<file path="src/rtl/div_pkg.sv">
// Shared types for the sequential restoring divider: FSM state encoding and
// the bit-counter width helper.
package div_pkg;

  typedef enum logic [1:0] {
    StIdle,
    StRun,
    StDone
  } state_e;

  // Counter must hold the value W, so it needs clog2(W+1) bits.
  function automatic int unsigned cnt_width(input int unsigned w);
    return $clog2(w + 1);
  endfunction

endpackage

</file>
<file path="src/rtl/div_trial_sub.sv">
// Combinational (W+1)-bit trial subtraction a - b; the borrow is the MSB of the
// full-width difference.
module div_trial_sub #(
  parameter int unsigned W = 5
) (
  input  logic [W:0]   a_i,
  input  logic [W:0]   b_i,
  output logic [W-1:0] diff_o,
  output logic         borrow_o
);

  logic [W:0] full;

  assign full     = a_i - b_i;
  assign diff_o   = full[W-1:0];
  assign borrow_o = full[W];

endmodule

</file>
<file path="src/rtl/div_seq_restore.sv">
// Sequential unsigned restoring divider, one quotient bit per clock, with
// valid/ready handshakes. Optional divide-by-zero fast path: DIV_DZ_EN.
module div_seq_restore
  import div_pkg::*;
#(
  parameter int unsigned W = 5
) (
  input  logic         clk,
  input  logic         rst,
  input  logic         in_valid,
  output logic         in_ready,
  input  logic [W-1:0] dividend,
  input  logic [W-1:0] divisor,
  output logic         out_valid,
  input  logic         out_ready,
  output logic [W-1:0] quot,
`ifdef DIV_DZ_EN
  output logic [W-1:0] rem,
  output logic         dz
`else
  output logic [W-1:0] rem
`endif
);

  localparam int unsigned CW = cnt_width(W);

  state_e        state_q, state_d;
  logic [W-1:0]  q_q, q_d;
  logic [W-1:0]  pr_q, pr_d;
  logic [W-1:0]  dvsr_q, dvsr_d;
  logic [CW-1:0] cnt_q, cnt_d;

  logic [W:0]    pr_shift;
  logic [W-1:0]  diff;
  logic          borrow;

  assign pr_shift = {pr_q, q_q[W-1]};

  div_trial_sub #(
    .W(W)
  ) u_sub (
    .a_i     (pr_shift),
    .b_i     ({1'b0, dvsr_q}),
    .diff_o  (diff),
    .borrow_o(borrow)
  );

`ifdef DIV_DZ_EN
  logic dz_q, dz_d;
  assign dz = dz_q;
`endif

  always_comb begin
    state_d = state_q;
    q_d     = q_q;
    pr_d    = pr_q;
    dvsr_d  = dvsr_q;
    cnt_d   = cnt_q;
`ifdef DIV_DZ_EN
    dz_d    = dz_q;
`endif
    unique case (state_q)
      StIdle: begin
        if (in_valid) begin
          dvsr_d  = divisor;
          q_d     = dividend;
          pr_d    = '0;
          cnt_d   = CW'(W);
          state_d = StRun;
`ifdef DIV_DZ_EN
          if (divisor == '0) begin
            q_d     = '1;
            pr_d    = dividend;
            cnt_d   = '0;
            dz_d    = 1'b1;
            state_d = StDone;
          end
`endif
        end
      end
      StRun: begin
        // Count reaching zero costs one extra cycle before DONE (latency W+1).
        if (cnt_q == '0) begin
          state_d = StDone;
        end else begin
          cnt_d = cnt_q - CW'(1);
          q_d   = {q_q[W-2:0], ~borrow};
          // On borrow pr_shift[W] is always 0, so W bits hold the restored value.
          pr_d  = borrow ? pr_shift[W-1:0] : diff;
        end
      end
      StDone: begin
        if (out_ready) begin
          state_d = StIdle;
`ifdef DIV_DZ_EN
          dz_d    = 1'b0;
`endif
        end
      end
      default: state_d = StIdle;
    endcase
  end

  always_ff @(posedge clk) begin
    if (rst) begin
      state_q <= StIdle;
      q_q     <= '0;
      pr_q    <= '0;
      dvsr_q  <= '0;
      cnt_q   <= '0;
`ifdef DIV_DZ_EN
      dz_q    <= 1'b0;
`endif
    end else begin
      state_q <= state_d;
      q_q     <= q_d;
      pr_q    <= pr_d;
      dvsr_q  <= dvsr_d;
      cnt_q   <= cnt_d;
`ifdef DIV_DZ_EN
      dz_q    <= dz_d;
`endif
    end
  end

  assign in_ready  = (state_q == StIdle);
  assign out_valid = (state_q == StDone);
  assign quot      = q_q;
  assign rem       = pr_q;

endmodule

</file>
<file path="config.mk">
export PLATFORM = sky130hd
export DESIGN_NAME = div_seq_restore
export DESIGN_NICKNAME = d
export VERILOG_FILES = /design/src/rtl/div_pkg.sv /design/src/rtl/div_trial_sub.sv /design/src/rtl/div_seq_restore.sv
export SDC_FILE = /design/constraint.sdc
export NUM_CORES = 1
export LEC_CHECK = 0
export CORE_MARGIN = 2
export CORE_UTILIZATION = 45
export DETAILED_ROUTE_END_ITERATION = 10
export PLACE_DENSITY = 0.85
export SLEW_MARGIN = 40
export SYNTH_ARGS = -nofsm -noshare
export SYNTH_HDL_FRONTEND = slang
export SYNTH_HIERARCHICAL = 1
export SYNTH_SLANG_ARGS = --single-unit
export TNS_END_PERCENT = 1
</file>
<file path="constraint.sdc">
create_clock -name clk -period 1.8 [get_ports clk]
set_input_delay 0.36 -clock clk [delete_from_list [all_inputs] [get_ports clk]]
set_output_delay 0.36 -clock clk [all_outputs]
set_load 0.01 [all_outputs]
</file>
==> impl_metrics.ini, run 1 <==
[synth]
yosysMostFrequentCell = dfxtp_1
synth_cells = 140
ys_seq_area_share_pct = 31.62
yosys-top-cells-count = dfxtp_1, inv_1, nand2_1
synth_top_cell_by_area = dfxtp_1
synth_cell_types = 43
synthTopCellsByArea = dfxtp_1, ha_1, inv_1
async_flop_share_pct = 0
synth_nets = 162
synth_top_area_share_pct = 31.62
synth-seq-cells = 20
ys_warn_count = 6
synth_edf_count = 0
synth_area_um2 = 1266
avgSynthCellArea_um2 = 9.044
synth_flop_cell = dfxtp_1

[layout]
nets = 205
final-seq-area_um2 = 407.9
instances_no_fill = 213
antennaDiodeCount = 0
drive_gt1_share_pct = 35.16
multi_input_area_um2 = 840.8
fill_cells = 228
area_delta_synth_final_pct = 41.80
fin_util_pct = 66.25

[placed_design]
place.gp.congestion = 0.8975
io_buffer_count = 25
pre_cts_ws_ns = -0.2470
post-dp-hpwl_mm = 2.179
dp_cells = 208

[setup_path]
critPathKind = reg2reg
critPathMaxFanout = 6
arrival_ns = 2.20
cp.buffers_inverters = 2
max_stage_delay_ns = 0.35
endpoint_kind = register
startpoint_type = register
reg2reg_from = dvsr_q[1]$_SDFFE_PP0P_
crit_start = dvsr_q[1]$_SDFFE_PP0P_
cp_data_required_time_ns = 1.99
path_cells = inv_2 > ha_4 > nor2b_4 > o31ai_4 > a21oi_1 > o211ai_1 > buf_4 > mux2_2 > nand2_1 > mux2i_1
worst_path_dominant_cell_family = compound AO/OA/AOI/OAI gates
crit_slowest_cell = dfxtp_2

[timing]
layout_min_cycle_time_ns = 2.004
hold_ws_ns = 0.4626
maxSlewViolCount = 0
fin_ws_ns = -0.2044
fin_skew_ns = 0.006868
fin_crit_sh_pct = 111.4
hold_viol_final = 0
setup_viol = 7
rsz0062_at_grt = yes
timing.fmax_ghz = 0.4989

[grt]
antenna_found_initial = 0
grt_pass1_wl_mm = 5.106
grt-ovfl-total = 0
grt_usage_pct = 19.62
first_global_vias = 1150
grt_max_degree = 15

[drt]
drtIter0Drc = 67
vias = 1121
vias_per_cell = 5.263
ant_nets = 0
wl_per_cell_um = 13.96
wl_mm = 2.974
dr.pass1.iters = 4
drc = 0

[power]
p_int_mw = 0.9330
pwr-share-clk_pct = 19.4
total_power_mw = 1.376
cellPowerDensity_nw_per_um2 = 766.6
p_switching_mw = 0.4434
combPwrFrac_pct = 42.7
p_seq_share_pct = 37.9
switching_share_pct = 32.21
leakage_nw = 0.7359
vdd_drop_max_uv = 553.2

[floorplanning]
initial_core_util_pct = 46.72
fp.dieH_um = 57.05
fp.dieW_um = 57.05
die-area_um2 = 3254
core-area_um2 = 2710
placementRows = 19
pin_count = 26

[clock_tree]
numCtsBuffers = 3
worstSkewPairLatency_ns = 0.31
cts_tree = done
cts_buffer_depth = 2
clockRootBuffer = clkbuf_4
clk_pin_slew_worst_paths_ns = 0.12
h-tree-depth = 1
clkSinkCount = 20

[run_status]
violations = negative setup slack
status = complete, but fails checks

[run]
maxCapViolations = 0

[hold_path]
holdCritStartpoint = dvsr_q[4]$_SDFFE_PP0P_
hold_path_class = reg2reg
[path summary, 6_finish.rpt]
kind / endpoint / cells after the start / slack [ns]
setup / recovery: rem[2]$_SDFFE_PP0P_ / 10 / -0.20
hold / removal: dvsr_q[4]$_SDFFE_PP0P_ / 2 / 0.46
hold reg to reg: dvsr_q[4]$_SDFFE_PP0P_ / 2 / 0.46
setup reg to reg: rem[2]$_SDFFE_PP0P_ / 10 / -0.20
[sequential cells by signal, indices dropped and copies added, names as in the netlist]
register and count:
cnt_q 3, state_q 2, dvsr_q 5, rem 5, quot 5
[per-layer routing]
metal | GRT usage (%) | wire (um)
met5 | 0 | 0
met2 | 33.83 | 1437
met1 | 24.79 | 1301
met4 | 7.641 | 91
met3 | 2.721 | 143
[logic make-up after synthesis]
| family | after synthesis | share of synthesized area (%) |
|---|---|---|
| AOI/OAI and AO/OA | 32 | 20.95 |
| xor gates and xnor gates | 3 | 2.669 |
| adders and majority gates | 8 | 8.498 |
| buffers and inverters | 25 | 8.794 |
| DFF | 20 | 31.62 |
| muxes | 10 | 8.399 |
| other | 1 | 0.2962 |
| and+or+nand+nor | 41 | 18.77 |
[area by class of cell]
class	count	area share, %
flip-flops and latches	20	22.72
well taps	31	2.160
repair buffers	45	22.51
clock buffers	4	2.021
multi-input cells	95	46.83
inverters	18	3.763
[what timing repair did]
action,4_1_cts,5_1_grt
buffers inserted,1,1
pin swaps,3,6
gates resized for setup,12,13
setup endpoints to repair,8,14
hold buffers,0,0
hold endpoints to repair,0,0
[layout by cell type (no fill, tap or decap), types with 2 or more instances in the layout]
master	count
ha_1	3
clkdlybuf4s50_1	25
o22ai_2	4
a211oi_2	4
dfxtp_2	6
mux2_4	3
o21ai_0	2
inv_2	3
nor3_1	2
ha_4	3
inv_1	15
buf_4	19
nor3b_2	2
nor2b_1	2
clkbuf_4	3
nand2b_1	7
mux2_2	2
nand2_1	13
a21oi_1	7
dfxtp_1	14
xnor2_1	2
mux2i_1	5
nand2_2	3
nor2_1	5
[per-stage QoR]
stage	TNS, ns	instance area, um2
floorplan	-0.5134	1269
global placement	-0.7652	1655
detailed placement	-1.204	1655
CTS	-1.220	1743
global route	-1.601	1795
finish	-1.088	1795
[power groups by stage]
stage | sequential [mW] | clock, mW | combinational, mW
floorplan | 0.530 | 0 | 0.327
global placement | 0.526 | 0 | 0.492
detailed placement | 0.528 | 0 | 0.508
CTS | 0.520 | 0.276 | 0.539
global route | 0.529 | 0.297 | 0.635
finish | 0.522 | 0.267 | 0.588
[tightest hold or removal path, delay by kind of cell (launching register included)]
| kind | cells | cell delay [ns] |
|---|---|---|
| AO/OA/AOI/OAI | 1 | 0.05 |
| flip-flops | 1 | 0.33 |
| AND/OR/NAND/NOR | 1 | 0.05 |
(Power assumes the default switching activity.)
==> inputs of run 2 (changes only) <==
--- a/config.mk
+++ b/config.mk
@@ -5,10 +5,10 @@
 export SDC_FILE = /design/constraint.sdc
 export NUM_CORES = 1
 export LEC_CHECK = 0
-export CORE_MARGIN = 2
-export CORE_UTILIZATION = 45
+export ABC_AREA = 1
+export CORE_UTILIZATION = 47
 export DETAILED_ROUTE_END_ITERATION = 10
-export PLACE_DENSITY = 0.85
+export PLACE_DENSITY = 0.87
 export SLEW_MARGIN = 40
 export SYNTH_ARGS = -nofsm -noshare
 export SYNTH_HDL_FRONTEND = slang
==> impl_metrics.ini, run 2 <==
[synth]
synth-xor-area-share_pct = 2.523
ys_warn_count = 6
ys_seq_area_share_pct = 28.83
synth_cell_types = 26
yosysMostFrequentCell = nand2_1
synth_area_um2 = 1389
async_flop_share_pct = 0
synth.area.mux_share_pct = 0
synth_cells = 212
synth_fa_ha_area_share_pct = 7.748
yosys-top-cells-count = nand2_1, nor2_1, inv_1, dfxtp_1, nand3_1
avgSynthCellArea_um2 = 6.551
synth_edf_count = 0
synth_flop_cell = dfxtp_1
synth_nets = 234
synthTopCellsByArea = dfxtp_1, nand2_1, nor2_1
synth_top_area_share_pct = 28.83
synth_top_family_by_area = simple AND/OR/NAND/NOR gates
synth-seq-cells = 20
synth-simple-area-share_pct = 42.25
synth_top_cell_by_area = dfxtp_1
synth-compound-area-share_pct = 4.144

[floorplanning]
placementRows = 19
pin_count = 26
initial_core_util_pct = 49.93
fp.dieW_um = 56.36
fp.dieH_um = 56.36
core-area_um2 = 2781
die-area_um2 = 3176

[clock_tree]
clk_pin_slew_worst_paths_ns = 0.12
h-tree-depth = 1
cts_tree = done
hold_buffers = 0
clockRootBuffer = clkbuf_4
numCtsBuffers = 3
clkSinkCount = 20
worstSkewPairLatency_ns = 0.31
cts_buffer_depth = 2
post_cts.repair.setup_buffers = 0

[setup_path]
arrival_ns = 1.40
cp.buffers_inverters = 1
critPathKind = reg2out
critical_path_depth = 2
path_cells = nor2_4 > clkdlybuf4s50_1
rr_endpoint = rem[1]$_SDFFE_PP0P_
reg2reg_from = dvsr_q[4]$_SDFFE_PP0P_
endpoint = in_ready
startpoint_type = register
endpoint_kind = output port
cp_data_required_time_ns = 1.44
ff2ff_setup_slack_ns = 0.11
crit_start = state_q[1]$_SDFFE_PP0P_
max_stage_delay_ns = 0.55
crit_slowest_cell = clkdlybuf4s50_1
ff2ff_path_depth = 12
critPathMaxFanout = 3
worst_path_dominant_cell_family = buffers and inverters

[drt]
vias = 1353
dr.pass1.iters = 4
ant_nets = 0
drc = 0
wl_mm = 3.099
drtIter0Drc = 60
wl_per_cell_um = 11.27
vias_per_cell = 4.920

[layout]
instances_no_fill = 275
multi_input_area_um2 = 868.3
nets = 267
final-seq-area_um2 = 415.4
fill_cells = 241
antennaDiodeCount = 0
area_delta_synth_final_pct = 32.88
drive_gt1_share_pct = 23.36
final_common_cell = nand2_1
final_cell_mix = nand2_1, nor2_1, inv_1, clkdlybuf4s50_1
stdcell_area_um2 = 1846
fin_util_pct = 66.35

[placed_design]
pre_cts_ws_ns = 0.0006328
post-dp-hpwl_mm = 2.102
post_dp_cell_area_um2 = 1694
io_buffer_count = 25
place.gp.congestion = 0.8142
dp_cells = 271

[grt]
grt_usage_pct = 19.17
first_global_vias = 1204
grt_pass1_wl_mm = 4.885
antenna_found_initial = 0
grt_max_degree = 20
grt-ovfl-total = 0

[hold_path]
hold_path_class = reg2reg

[timing]
fin_ws_ns = 0.04354
layout_min_cycle_time_ns = 1.756
timing.fmax_ghz = 0.5693
setup_viol = 0
rsz0062_at_grt = yes
fin_skew_ns = 0.0008702
fin_crit_sh_pct = 97.58
maxSlewViolCount = 0
hold_viol_final = 0

[power]
total_power_mw = 2.403
cellPowerDensity_nw_per_um2 = 1302
leakage_nw = 0.9089
vdd_drop_max_uv = 908.1

[run]
maxCapViolations = 0

[run_status]
status = finished clean
==> run 2: changes by cell type in the layout (fill, tap and decap cells not counted), moves of 5 or more <==
cell	change
buf_4	-10
inv_1	+17
mux2i_1	-5
nand2_1	+35
nand2b_1	-7
nand3_1	+10
nand3_2	+10
nor2_1	+34
nor2_2	+5
o21ai_1	+5
==> run 2: where the power goes <==
group	leakage (nW)	switching (mW)	internal [mW]
clock	0.0279	0.152	0.225
sequential	0.169	0.0795	0.540
combinational	0.712	0.776	0.631
==> run 2: through the flow <==
| step | hold WS [ns] | TNS [ns] |
|---|---|---|
| 2_1_floorplan | 0.4324 | 0 |
| 3_3_place_gp | 0.4424 | 0 |
| 3_5_place_dp | 0.4735 | 0 |
| 4_1_cts | 0.4941 | 0 |
| 5_1_grt | 0.5094 | -0.08158 |
| 6_report | 0.4863 | 0 |
==> run 2: worst min-delay path by stage <==
stage	startpoint	to	slack (ns)	cells after the start
after floorplan	rst	state_q[0]$_SDFFE_PP0P_	0.43	1
after global placement	cnt_q[2]$_SDFFE_PP0P_	cnt_q[2]$_SDFFE_PP0P_	0.44	2
after detailed placement	cnt_q[1]$_SDFFE_PP0P_	cnt_q[1]$_SDFFE_PP0P_	0.47	2
after CTS	cnt_q[2]$_SDFFE_PP0P_	cnt_q[2]$_SDFFE_PP0P_	0.49	2
after global routing	dvsr_q[3]$_SDFFE_PP0P_	dvsr_q[3]$_SDFFE_PP0P_	0.51	2
final	dvsr_q[4]$_SDFFE_PP0P_	dvsr_q[4]$_SDFFE_PP0P_	0.49	2
==> run 2: what timing repair did <==
item / 4_1_cts / 5_1_grt
gates resized for setup: 5 / 25
pin swaps: 0 / 8
setup endpoints to repair: 7 / 8
==> run 2: layout make-up <==
type | count | area share, %
clock buffer | 3 | 1.220
timing repair buffer | 35 | 17.83
sequential | 20 | 22.51
tap | 31 | 2.102
inverter | 37 | 7.661
multi-input combinational | 148 | 47.05
clock inverter | 1 | 1.627
==> run 2: worst min-delay path, delay by kind of cell (launching register included) <==
kind	cells	cell delay (ns)
flip-flops	1	0.34
AND/OR/NAND/NOR	2	0.12
==> run 2: kinds of logic after synthesis <==
family | count (synthesis)
other cells | 1
compound gates | 11
simple gates | 124
flops | 20
xor+xnor | 4
fa+ha+maj | 8
buf+inv | 44
==> run 2: routing by layer <==
layer,vias to the layer above,part of all wire [%],global-route usage (%)
li1,704,-,-
met1,615,43,22.25
met2,27,53,35.54
met3,7,2.8,2.535
met4,0,1.6,6.969
met5,-,0,0
==> inputs of run 3 (changes only) <==
--- a/config.mk
+++ b/config.mk
@@ -6,9 +6,10 @@
 export NUM_CORES = 1
 export LEC_CHECK = 0
 export ABC_AREA = 1
-export CORE_UTILIZATION = 47
+export CORE_UTILIZATION = 56
 export DETAILED_ROUTE_END_ITERATION = 10
-export PLACE_DENSITY = 0.87
+export DONT_BUFFER_PORTS = 1
+export PLACE_DENSITY = 0.85
 export SLEW_MARGIN = 40
 export SYNTH_ARGS = -nofsm -noshare
 export SYNTH_HDL_FRONTEND = slang
==> constraint.sdc (replaced) <==
create_clock -name clk -period 1.8 [get_ports clk]
set_input_delay 0.54 -clock clk [delete_from_list [all_inputs] [get_ports clk]]
set_output_delay 0.54 -clock clk [all_outputs]
set_load 0.01 [all_outputs]
==> impl_metrics.ini, run 3 (synthesis results as in run 2) <==
[layout]
instances_no_fill = 252
fin_util_pct = 67.73
final_cell_mix = nand2_1, nor2_1, inv_1, dfxtp_1, buf_4
drive_gt1_share_pct = 20.98
area_delta_synth_final_pct = 10.99
nets = 248
antennaDiodeCount = 0
stdcell_area_um2 = 1541
final_common_cell = nand2_1

[power]
combPwrFrac_pct = 59.4
p_switching_mw = 0.9272
pwr-share-clk_pct = 10.7
vdd_drop_max_uv = 834.9
switching_share_pct = 44.91
cellPowerDensity_nw_per_um2 = 1339
p_int_mw = 1.137
leakage_nw = 0.8196
p_seq_share_pct = 29.9

[drt]
vias_per_cell = 5.032
drc = 0
drtIter0Drc = 25
vias = 1268
wl_mm = 2.884
dr.pass1.iters = 4
ant_nets = 0
wl_per_cell_um = 11.44

[floorplanning]
initial_core_util_pct = 61.02
fp.dieH_um = 51.80
placementRows = 17
core-area_um2 = 2276
pin_count = 26
die-area_um2 = 2683
fp.dieW_um = 51.80

[clock_tree]
numCtsBuffers = 3
clockRootBuffer = clkbuf_4
worstSkewPairLatency_ns = 0.32
clkSinkCount = 20
cts_buffer_depth = 2
clk_pin_slew_worst_paths_ns = 0.12
post_cts.repair.setup_buffers = 0
h-tree-depth = 1
cts_tree = done
hold_buffers = 0

[setup_path]
crit_slowest_cell = dfxtp_2
path_cells = inv_1 > ha_1 > a21oi_1 > nand3_1 > nand2_1 > nand2_2 > buf_4 > nand2_1 > nand2_1 > nor2_1 > nor2_1 > nor2_1
worst_path_dominant_cell_family = simple AND/OR/NAND/NOR gates
cp.buffers_inverters = 2
critPathMaxFanout = 4
max_stage_delay_ns = 0.34
startpoint_type = register
critPathKind = reg2reg
endpoint_kind = register
arrival_ns = 1.99
cp_data_required_time_ns = 2.05

[timing]
hold_ws_ns = 0.2708
setup_viol = 0
hold_viol_final = 0
timing.fmax_ghz = 0.5748
maxSlewViolCount = 0
rsz0062_at_grt = yes
layout_min_cycle_time_ns = 1.740
fin_skew_ns = 0.01284
fin_crit_sh_pct = 96.65

[grt]
antenna_found_initial = 0
grt_usage_pct = 24.68
first_global_vias = 1239
grt_max_degree = 18
grt_pass1_wl_mm = 4.892
grt-ovfl-total = 0

[placed_design]
post_dp_cell_area_um2 = 1485
place.gp.congestion = 0.8213
io_buffer_count = 0
post-dp-hpwl_mm = 2.152
dp_cells = 249

[run]
maxCapViolations = 0

[hold_path]
hold_path_class = in2reg

[run_status]
status = finished clean
[run 3: changes by cell type in the layout (fill, tap and decap cells not counted), sizes merged]
cell,delta
buf,+6
bufinv,-1
clkdlybuf4s50,-25
[run 3: final timing paths]
kind                           from                      end  slack, ns  cells past startpoint
max          dvsr_q[4]$_SDFFE_PP0P_      rem[1]$_SDFFE_PP0P_       0.06                     12
min                             rst  state_q[0]$_SDFFE_PP0P_       0.27                      1
max reg2reg  dvsr_q[4]$_SDFFE_PP0P_      rem[1]$_SDFFE_PP0P_       0.06                     12
min reg2reg  dvsr_q[4]$_SDFFE_PP0P_   dvsr_q[4]$_SDFFE_PP0P_       0.49                      2
[run 3: cell type report]
cell class,instances,area (um2)
multi-input cells,148,820.8
well taps,28,35.03
repair buffers,16,120.1
flip-flops and latches,20,404.1
clock buffers,3,22.52
fillers,206,734.5
inverters,37,138.9
[run 3: worst register-to-register path, delay by kind of cell, from the launching register on]
kind / cells / cell delay, ns
adders and majority gates: 1 / 0.31
and+or+nand+nor: 8 / 0.64
AOI/OAI and AO/OA: 1 / 0.20
DFF: 1 / 0.34
buffers and inverters: 2 / 0.20
[run 3: power by group through the flow]
stage	Combinational [mW]	Sequential [mW]	Clock [mW]
global route	1.40	0.626	0.239
detailed placement	1.18	0.620	0
CTS	1.19	0.612	0.219
global placement	1.15	0.619	0
finish	1.23	0.618	0.221
floorplan	0.881	0.619	0
[run 3: what timing repair did]
item / CTS / global route
pin swaps: 0 / 8
resized for setup: 3 / 7
endpoints found under the setup margin: 1 / 6
endpoints found under the hold margin: 0 / 0
[run 3: layer usage]
layer,track usage [%],vias to the layer above,share of wire [%]
met1,27.11,573,44
li1,-,669,-
met2,46.10,21,51
met3,1.754,5,3.0
met4,13.96,0,1.8
met5,0,-,0
[run 3: stage by stage]
stage	setup TNS, ns	setup slack, ns	power (mW)
5_1_grt	-0.3545	-0.09989	2.261
3_3_place_gp	-0.01134	-0.01134	1.765
6_report	0	0.06023	2.065
4_1_cts	0	0.007792	2.024
2_1_floorplan	0	0.01809	1.500
3_5_place_dp	-0.02825	-0.02825	1.797
